File: src/rtl/sram_ctrl_pkg.sv
// Shared types for the SRAM controller:
// chip indices, FSM states and select decode.
package sram_ctrl_pkg;

  localparam int SEL_BASE_RAM = 0;
  localparam int SEL_EXT_RAM  = 1;

  localparam logic [31:0] ZERO_WORD = 32'h0;

  typedef enum logic [2:0] {
    S_IDLE  = 3'd0,
    S_READ  = 3'd1,
    S_WRITE = 3'd2,
    S_WREC  = 3'd3,
    S_ERR   = 3'd4
  } sram_state_t;

  // Active-high chip hit; all-zero means unmapped or multi-hot.
  function automatic logic [1:0] chip_decode(
    input logic [15:0] sel
  );
    logic [1:0] hit;
    hit = 2'b00;
    unique case (1'b1)
      (sel == 16'h0001): hit[SEL_BASE_RAM] = 1'b1;
      (sel == 16'h0002): hit[SEL_EXT_RAM]  = 1'b1;
      default:           hit = 2'b00;
    endcase
    return hit;
  endfunction

endpackage

File: src/rtl/sram_ctrl.sv
// Wishbone slave driving the base/ext asynchronous SRAMs.
// Every output is registered; access timing is counted here.
module sram_ctrl
  import sram_ctrl_pkg::*;
#(
  parameter int RAM_AW       = 20,
  parameter int READ_CYCLES  = 2,
  parameter int WRITE_CYCLES = 2
) (
  input  logic              clk,
  input  logic              rst,
  input  logic              wb_stb_i,
  input  logic [31:0]       wb_addr_i,
  input  logic [31:0]       wb_data_i,
  input  logic              wb_we_i,
  input  logic [15:0]       wb_sel_i,
  output logic [31:0]       wb_data_o,
  output logic              wb_ack_o,
  output logic              wb_err_o,
  output logic [RAM_AW-1:0] ram_addr_o,
  output logic [31:0]       ram_data_o,
  input  logic [31:0]       ram_data_i,
  output logic              ram_data_oe,
  output logic [1:0]        ram_ce_n,
  output logic              ram_oe_n,
  output logic              ram_we_n,
  output logic [3:0]        ram_be_n
);

  localparam logic [3:0] RD_LOAD = 4'(READ_CYCLES - 1);
  localparam logic [3:0] WR_LOAD = 4'(WRITE_CYCLES - 1);

  sram_state_t       state, state_nx;
  logic [3:0]        cnt, cnt_nx;
  logic [31:0]       rdata_nx, wd_nx;
  logic              ack_nx, err_nx;
  logic              doe_nx, oe_nx, we_nx;
  logic [1:0]        ce_nx, hit;
  logic [3:0]        be_nx;
  logic [RAM_AW-1:0] addr_nx;
  logic              unused_addr;

  assign hit = chip_decode(wb_sel_i);
  assign unused_addr =
    ^{wb_addr_i[31:RAM_AW+2], wb_addr_i[1:0]};

  always_comb begin
    state_nx = state;
    cnt_nx   = cnt;
    rdata_nx = wb_data_o;
    ack_nx   = wb_ack_o;
    err_nx   = 1'b0;
    addr_nx  = ram_addr_o;
    wd_nx    = ram_data_o;
    doe_nx   = ram_data_oe;
    ce_nx    = ram_ce_n;
    oe_nx    = ram_oe_n;
    we_nx    = ram_we_n;
    be_nx    = ram_be_n;
    unique case (state)
      S_IDLE: begin
        if (wb_stb_i) begin
          ack_nx  = 1'b0;
          addr_nx = wb_addr_i[RAM_AW+1:2];
          wd_nx   = wb_data_i;
          if (hit == 2'b00) begin
            state_nx = S_ERR;
          end else begin
            ce_nx = ~hit;
            be_nx = 4'b0000;
            if (wb_we_i) begin
              state_nx = S_WRITE;
              cnt_nx   = WR_LOAD;
              doe_nx   = 1'b1;
              we_nx    = 1'b0;
            end else begin
              state_nx = S_READ;
              cnt_nx   = RD_LOAD;
              oe_nx    = 1'b0;
            end
          end
        end
      end
      S_READ: begin
        if (cnt == 4'd0) begin
          rdata_nx = ram_data_i;
          ce_nx    = 2'b11;
          oe_nx    = 1'b1;
          be_nx    = 4'b1111;
          ack_nx   = 1'b1;
          state_nx = S_IDLE;
        end else begin
          cnt_nx = cnt - 4'd1;
        end
      end
      S_WRITE: begin
        if (cnt == 4'd0) begin
          we_nx    = 1'b1;
          state_nx = S_WREC;
        end else begin
          cnt_nx = cnt - 4'd1;
        end
      end
      // WE_n already high; CE_n and data held one more cycle.
      S_WREC: begin
        ce_nx    = 2'b11;
        doe_nx   = 1'b0;
        be_nx    = 4'b1111;
        ack_nx   = 1'b1;
        state_nx = S_IDLE;
      end
      S_ERR: begin
        rdata_nx = ZERO_WORD;
        err_nx   = 1'b1;
        ack_nx   = 1'b1;
        state_nx = S_IDLE;
      end
      default: state_nx = S_IDLE;
    endcase
  end

  always_ff @(posedge clk or negedge rst) begin
    if (!rst) begin
      state       <= S_IDLE;
      cnt         <= 4'd0;
      wb_data_o   <= ZERO_WORD;
      wb_ack_o    <= 1'b1;
      wb_err_o    <= 1'b0;
      ram_addr_o  <= '0;
      ram_data_o  <= ZERO_WORD;
      ram_data_oe <= 1'b0;
      ram_ce_n    <= 2'b11;
      ram_oe_n    <= 1'b1;
      ram_we_n    <= 1'b1;
      ram_be_n    <= 4'b1111;
    end else begin
      state       <= state_nx;
      cnt         <= cnt_nx;
      wb_data_o   <= rdata_nx;
      wb_ack_o    <= ack_nx;
      wb_err_o    <= err_nx;
      ram_addr_o  <= addr_nx;
      ram_data_o  <= wd_nx;
      ram_data_oe <= doe_nx;
      ram_ce_n    <= ce_nx;
      ram_oe_n    <= oe_nx;
      ram_we_n    <= we_nx;
      ram_be_n    <= be_nx;
    end
  end

endmodule

File: config.mk
export PLATFORM = sky130hd
export DESIGN_NAME = sram_ctrl
export DESIGN_NICKNAME = d
export VERILOG_FILES = /design/src/rtl/sram_ctrl_pkg.sv /design/src/rtl/sram_ctrl.sv
export SDC_FILE = /design/constraint.sdc
export NUM_CORES = 1
export LEC_CHECK = 0
export BUFFER_PORTS_ARGS = -buffer_cell sky130_fd_sc_hd__buf_2
export CAP_MARGIN = 20
export CORE_UTILIZATION = 49
export CTS_CLUSTER_SIZE = 28
export DETAILED_ROUTE_END_ITERATION = 6
export GPL_TIMING_DRIVEN = 0
export PLACE_DENSITY = 0.85
export SYNTH_ARGS = -nofsm -noshare
export SYNTH_HDL_FRONTEND = slang
export SYNTH_SLANG_ARGS = --single-unit
export TNS_END_PERCENT = 20
File: constraint.sdc
create_clock -name clk -period 5.25 [get_ports clk]
set_clock_uncertainty 0.1 [all_clocks]
set_input_delay 0.7875 -clock clk [delete_from_list [all_inputs] [get_ports clk]]
set_output_delay 0.7875 -clock clk [all_outputs]
set_load 0.02 [all_outputs]
==> out/qor.yml, run 1 <==
status: "finished clean"
h-tree-depth: 3
tritoncts: "done"
cts-root-buf: "clkbuf_8"
ys.flop_type: "dfrtp_1"
clk_path_buf_depth: 2
cts.sinks: 99
ios: 211
crit_fanout: 10
firstDrtPassIters: 4
place.gp.congestion: 0.8453
p_clk_share_pct: 32.5
clk_pin_slew_worst_paths_ps: 100
grt_pass1_wl_um: 16170
grt_pass1_vias: 3535
powerDensity_nw_per_um2: 303.6
avgViaCountPerCell: 4.847
period_minus_slack_ps: 2331
critPathRequiredTime_ps: 5410
diodes: 0
dr.first_iter.drc_count: 119
cts_hold_buf: 0
power.leakage_nw: 3.019
postSynthAreaPerCell_um2: 9.102
yosysWarnings: 0
synth_edf_count: 0
syn_nets: 568
antenna_found_initial: 0
power_switching_mw: 0.4771
relSlewSlack_pct: 56.20
end_kind: "register"
wl_um: 10090
vdd_drop_max_mv: 0.1870
critPathMaxStageDelay_ps: 440
register_area_um2: 2485
swShare_pct: 28.67
wl_per_cell_um: 13.09
synth_top_area_cell: "dfrtp_1"
grt_overflow: 0
core.rowCount: 33
setup_viol: 0
numCtsBuffers: 9
grt_usage_pct: 23.59
yosysTopAreaCellShare_pct: 56.69
worstSetupPathType: "register to register"
rsz0062_at_grt: "false"
p_seq_share_pct: 50.8
cap_violations: 0
startpoint_type: "register"
portBuffers: 198
drc_errors: 0
cts_resized: 0
synth.cell_area_um2: 4105
drive_gt1_share_pct: 36.64
cpMaxStageDelayCell: "nor3b_2"
ys_types: 39
yosys-top-cells-area: "dfrtp_1 57%, nand2_1 21%, o21ai_1 4.0%"
grt_max_degree: 52
yosysSeqAreaShare_pct: 60.53
final_cells: 771
drv_slew: 0
path_cells: "inv_1 > ha_1 > nor3b_2 > nor4b_2 > buf_2 > buf_2 > nand2_1 > o21ai_1"
ant_nets: 0
core_area_um2: 8175
finalCritPeriodShare_pct: 44.40
cp.arrival_ps: 2490
hpwl_um: 7693
die_area_um2: 8748
setup-tns-final_ps: 0
dieWidth_um: 93.53
fmax_mhz: 429.0
async_flop_share_pct: 100.0
start_util_pct: 50.21
final_cell_mix: "228 x nand2_1, 210 x buf_2, 93 x dfrtp_1"
nNetsFinal: 778
final_util_pct: 67.03
fp.dieH_um: 93.53
hold-worst-slack_ps: 362.8
fillers: 679
synthCells: 451
dp_cells: 755
power_mw: 1.664
layout_commonest_cell: "nand2_1"
hold_violations: 0
combPwrFrac_pct: 16.7
multi_input_area_um2: 1465
worst_pin_slew_ps: 657.0
cpMostUsedCell: "buf_2"
dr_total_vias: 3737
clk_latency_ps: 340
syn_to_final_growth_pct: 33.50
ys_seq_elements: 99
hp-class: "primary input to async pin"
post-cts-setup-buffers: 0
intPower_mw: 1.187
==> registers in the layout, indices dropped and copies added (netlist names), 2 cells and up <==
name	count
wb_data_o	32
ram_addr_o	20
state	3
cnt	4
ram_ce_n	2
ram_data_o	32
==> through the flow <==
| stage | worst slack (ps) | instance area, µm² |
|---|---|---|
| after global routing | 2701 | 5480 |
| after floorplan | 3098 | 4105 |
| final | 2919 | 5480 |
| after CTS | 2899 | 5480 |
| after detailed placement | 2906 | 5258 |
| after global placement | 2350 | 5228 |
==> power by group through the flow <==
stage	logic (mW)	clock network [mW]	registers, mW
2_1_floorplan	0.0728	0	0.927
3_3_place_gp	0.271	0	0.857
3_5_place_dp	0.281	0	0.859
4_1_cts	0.280	0.557	0.846
5_1_grt	0.304	0.591	0.853
6_report	0.277	0.541	0.846
==> worst max-delay path, delay by kind of cell (launching register included) <==
| family | cells | cell delay [ps] |
|---|---|---|
| flops | 1 | 430 |
| simple gates | 3 | 840 |
| compound gates | 1 | 100 |
| buf+inv | 3 | 570 |
| fa+ha+maj | 1 | 200 |
==> layer usage <==
layer	wire length [µm]	vias to the layer above	track usage, %
met5	0	-	0
met4	102	0	6.795
met3	741	9	5.447
met2	4855	154	40.26
met1	4391	1727	30.00
li1	-	1847	-
==> layout make-up <==
| class | instances | area share [%] |
|---|---|---|
| flip-flops and latches | 99 | 45.34 |
| multi-input cells | 318 | 26.74 |
| inverters | 6 | 0.4110 |
| repair buffers | 199 | 18.63 |
| clock inverters | 7 | 1.804 |
| well taps | 105 | 2.397 |
| plain buffers | 28 | 2.420 |
| clock buffers | 9 | 2.260 |
==> cell usage after synthesis (3+ instances only) <==
cell type,n
nor2_1,9
nor3_1,3
buf_1,5
dfrtp_1,93
nor2b_1,4
inv_1,6
nor4_4,3
clkbuf_1,7
o31ai_1,5
buf_4,3
nand2_1,228
buf_2,13
o21ai_1,33
a21oi_1,3
dfstp_2,6
==> cells by family (layout without fill, tap and decap cells) <==
| family | Yosys count | after routing | synth area share, % |
|---|---|---|---|
| AOI/OAI and AO/OA | 51 | 51 | 7.224 |
| muxes | 1 | 1 | 0.2438 |
| and+or+nand+nor | 262 | 262 | 27.28 |
| xor gates and xnor gates | 3 | 3 | 0.6402 |
| DFF | 99 | 99 | 60.53 |
| buffers and inverters | 34 | 249 | 3.779 |
| adders and majority gates | 1 | 1 | 0.3047 |
==> final timing paths <==
path	from	end	slack, ps	cells after the start
max	cnt[0]$_DFFE_PN0P_	wb_data_o[29]$_DFFE_PN0P_	2920	8
min	rst	wb_data_o[17]$_DFFE_PN0P_	360	1
max reg2reg	cnt[0]$_DFFE_PN0P_	wb_data_o[29]$_DFFE_PN0P_	2920	8
min reg2reg	ram_data_o[2]$_DFFE_PN0P_	ram_data_o[2]$_DFFE_PN0P_	380	2
max in group asynchronous	rst	ram_ce_n[0]$_DFFE_PN1P_	3970	2
min in group clk	ram_data_o[2]$_DFFE_PN0P_	ram_data_o[2]$_DFFE_PN0P_	380	2
Power figures use the tool's default switching activity.
==> run 2: changes to the inputs <==
- CORE_UTILIZATION: 49 -> 41
- PLACE_DENSITY: 0.85 -> 0.76
- clock period: 5.25 -> 2.1 ns (I/O delays scaled with it)
==> out/qor.yml, run 2 (synthesized netlist as in run 1, its figures left out) <==
numCtsBuffers: 9
dr_total_vias: 3784
fin_area_um2: 5563
critPathRequiredTime_ps: 2220
clk_latency_ps: 350
grt_overflow: 0
cap_violations: 0
rsz0062_at_grt: "true"
fmax_mhz: 508.0
cp.arrival_ps: 2090
hpwl_um: 7693
die_area_um2: 10420
dieWidth_um: 102.1
top_regs: "ram_data_o: 32 flops, wb_data_o: 32 flops, ram_addr_o: 20 flops"
place.gp.congestion: 0.7958
setup_viol: 0
portBuffers: 198
grt_pass1_vias: 3462
wl_per_cell_um: 12.49
fp.dieH_um: 102.1
syn_to_final_growth_pct: 35.51
ios: 211
vdd_drop_max_mv: 0.3438
core_area_um2: 9729
tritoncts: "done"
layout_commonest_cell: "nand2_1"
crit_fanout: 10
core.rowCount: 36
firstDrtPassIters: 4
drv_slew: 0
diodes: 0
worst_pin_slew_ps: 738.0
cts.sinks: 99
avgViaCountPerCell: 4.730
hold_violations: 0
start_util_pct: 42.19
clk_pin_slew_worst_paths_ps: 100
powerDensity_nw_per_um2: 752.7
clk_path_buf_depth: 2
fillers: 879
wl_um: 9993
nNetsFinal: 779
finalCritPeriodShare_pct: 93.74
dr.first_iter.drc_count: 143
grt_max_degree: 60
final_cell_mix: "228 x nand2_1, 206 x buf_2, 93 x dfrtp_1"
setup-tns-final_ps: 0
ant_nets: 0
drc_errors: 0
cts-root-buf: "clkbuf_8"
worstSetupPathType: "register to register"
place_area_um2: 5285
relSlewSlack_pct: 50.80
antenna_found_initial: 0
power.leakage_nw: 3.054
period_minus_slack_ps: 1969
grt_pass1_wl_um: 15350
end_kind: "register"
hp-class: "primary input to register"
h-tree-depth: 3
grt_usage_pct: 18.84
startpoint_type: "register"
status: "finished clean"
drive_gt1_share_pct: 37.33
-- run 2: changes by cell type in the layout (fill, tap and decap cells not counted), sizes merged --
| cell | before | now |
|---|---|---|
| clkbuf | 16 | 24 |
| inv | 9 | 8 |
| clkinvlp | 1 | 0 |
| dlygate4sd3 | 0 | 1 |
| buf | 220 | 214 |
-- run 2: final timing paths --
kind                                                    to                       start  cells after the start  slack, ps
worst max register to register          cnt[3]$_DFFE_PN0P_        state[2]$_DFFE_PN0P_                      6        130
min in group asynchronous         wb_data_o[6]$_DFFE_PN0P_                         rst                      2        460
worst min-delay path            ram_data_o[15]$_DFFE_PN0P_               wb_data_i[15]                      3         40
max in group asynchronous       ram_data_o[22]$_DFFE_PN0P_                         rst                      3        760
worst min register to register  ram_data_o[31]$_DFFE_PN0P_  ram_data_o[31]$_DFFE_PN0P_                      2        380
worst max-delay path                    cnt[3]$_DFFE_PN0P_        state[2]$_DFFE_PN0P_                      6        130
-- run 2: worst max-delay path: stages, from the launching register on --
cell and delay (ps):
dfrtp_1 420, buf_2 190, nor2_1 250, nand3_1 140
buf_2 210, nor3_1 420, o2bb2ai_1 110
-- run 2: where the power goes --
group | internal [mW] | total [mW] | switching [mW]
Combinational | 0.243 | 0.689 | 0.445
Sequential | 2.04 | 2.11 | 0.0717
Clock | 0.743 | 1.38 | 0.642
Total | 3.03 | 4.19 | 1.16
-- run 2: cell type report --
class                      instances  area [µm²]  share of cell area, %
sequential                        99        2485                  44.67
multi-input combinational        318        1480                  26.61
timing repair buffer             201        1031                  18.53
tap                              133       166.4                  2.991
clock buffer                      11       151.4                  2.722
buffer                            27       143.9                  2.587
clock inverter                     5       82.58                  1.484
inverter                           6       22.52                 0.4049
-- run 2: layer usage --
layer	vias to the layer above	global-route usage (%)	routed length, µm
li1	1854	-	-
met1	1781	22.21	4268
met2	138	33.14	4919
met3	11	4.172	676
met4	0	7.912	129
met5	-	0	0
-- run 2: stage by stage --
stage | instances | total power [mW] | hold WS, ps | util, % | setup WS, ps
floorplan | 451 | 2.500 | -80.59 | - | 208.6
global placement | 782 | 2.819 | 353.8 | 54.09 | -355.4
detailed placement | 783 | 2.845 | 328.5 | 54.32 | -152.5
CTS | 801 | 4.244 | 16.40 | 56.97 | 84.49
global route | 800 | 4.390 | 33.08 | 57.18 | -83.27
finish | 800 | 4.187 | 41.69 | 57.18 | 131.4
-- run 2: repair_timing --
item,4_1_cts,5_1_grt
pin swaps,0,0
hold buffers,1,0
buffers inserted,1,0
resized for setup,1,10
cloned,0,0
endpoints found under the hold margin,52,0
setup endpoints to repair,32,85
==> run 3: changes to the inputs <==
- REMOVE_ABC_BUFFERS: not set -> 1
==> out/qor.yml, run 3 (synthesized netlist as in run 1, its figures left out) <==
powerDensity_nw_per_um2: 743.4
setup_slack_ps: 124.0
tritoncts: "done"
timing.rr.start: "state[2]$_DFFE_PN0P_"
nNetsFinal: 760
cp.arrival_ps: 2100
vdd_drop_max_mv: 0.3190
grt_overflow: 0
firstDrtPassIters: 4
dr_total_vias: 3672
numCtsBuffers: 9
grt_pass1_wl_um: 15420
core_area_um2: 9729
die_area_um2: 10420
power_mw: 4.128
portBuffers: 198
cap_violations: 0
drc_errors: 0
end_kind: "register"
worstSetupPathType: "register to register"
dr.first_iter.drc_count: 88
hold_start: "wb_data_i[24]"
place_area_um2: 5253
reg2reg_slack_ps: 120
rsz0062_at_grt: "false"
ios: 211
rr_endpoint: "cnt[1]$_DFFE_PN0P_"
h-tree-depth: 3
reg2regPathDepth: 5
cts.sinks: 99
worst_pin_slew_ps: 605.3
period_minus_slack_ps: 1976
place.gp.congestion: 0.8439
drv_slew: 0
critPathRequiredTime_ps: 2230
relSlewSlack_pct: 59.50
pre_cts_ws_ps: -301.4
status: "finished clean"
ant_nets: 0
finalCritPeriodShare_pct: 94.09
top_regs: "ram_data_o: 32 flops, wb_data_o: 32 flops, ram_addr_o: 20 flops"
antenna_found_initial: 0
wl_um: 10100
clk_latency_ps: 350
dieWidth_um: 102.1
crit_fanout: 33
avgViaCountPerCell: 4.708
cts-root-buf: "clkbuf_8"
fillers: 875
grt_max_degree: 60
hold_path_depth: 3
fp.dieH_um: 102.1
grt_pass1_vias: 3434
layout_commonest_cell: "nand2_1"
final_util_pct: 57.07
core.rowCount: 36
power.leakage_nw: 3.005
startpoint_type: "register"
setup_viol: 0
crit_start: "state[2]$_DFFE_PN0P_"
start_util_pct: 42.19
holdPathEnd: "ram_data_o[24]$_DFFE_PN0P_"
fin_area_um2: 5553
hp-class: "primary input to register"
final_cells: 780
diodes: 0
clk_path_buf_depth: 2
hold_violations: 0
hpwl_um: 7316
clk_pin_slew_worst_paths_ps: 90
syn_to_final_growth_pct: 35.26
fmax_mhz: 506.1
final_cell_mix: "227 x nand2_1, 198 x buf_2, 93 x dfrtp_1"
setup-tns-final_ps: 0
hold-worst-slack_ps: 40.98
drive_gt1_share_pct: 37.09
dp_cells: 760
grt_usage_pct: 19.16
wl_per_cell_um: 12.94
[run 3: cell count changes in the layout (fill, tap and decap cells not counted), moves of 2 or more]
cell / delta
buf_2: -8
clkbuf_1: -5
clkbuf_2: -4
clkbuf_4: -3
buf_12: +2
buf_4: -2
clkinvlp_4: +2
inv_6: -2
[run 3: worst max-delay path by stage]
stage	end	slack (ps)
global route	cnt[1]$_DFFE_PN0P_	4
detailed placement	wb_data_o[4]$_DFFE_PN0P_	-300
finish	cnt[1]$_DFFE_PN0P_	120
global placement	wb_data_o[3]$_DFFE_PN0P_	-3170
CTS	wb_data_o[10]$_DFFE_PN0P_	20
floorplan	wb_data_o[0]$_DFFE_PN0P_	-2020
[run 3: final cells by class]
| type | count | area [µm²] | share of cell area, % |
|---|---|---|---|
| flip-flops and latches | 99 | 2485 | 44.75 |
| multi-input cells | 318 | 1504 | 27.08 |
| repair buffers | 209 | 1159 | 20.87 |
| well taps | 133 | 166.4 | 2.997 |
| clock buffers | 11 | 141.4 | 2.546 |
| clock inverters | 4 | 75.07 | 1.352 |
| inverters | 6 | 22.52 | 0.4056 |
[run 3: routing by layer]
layer / GRT usage [%] / wire length (µm) / vias to the layer above
li1: - / - / 1806
met1: 21.49 / 4220 / 1713
met2: 34.69 / 5046 / 139
met3: 4.036 / 647 / 14
met4: 9.011 / 182 / 0
met5: 0 / 0 / -
[run 3: what timing repair did]
action / CTS / global route
cloned: 1 / 1
resized for setup: 5 / 2
endpoints found under the setup margin: 27 / 10
buffers inserted: 2 / 1
hold endpoints to repair: 40 / 0
hold buffers: 1 / 0
[run 3: critical path: stages, from the launching register on]
cell and delay, ps:
dfrtp_1 530, nor2_2 300, nand3_4 300, buf_12 270
nor3_2 240, o31ai_1 100
[run 3: where the power goes]
| part | internal [mW] | switching, mW |
|---|---|---|
| clock | 0.698 | 0.626 |
| sequential | 2.04 | 0.0731 |
| combinational | 0.245 | 0.444 |
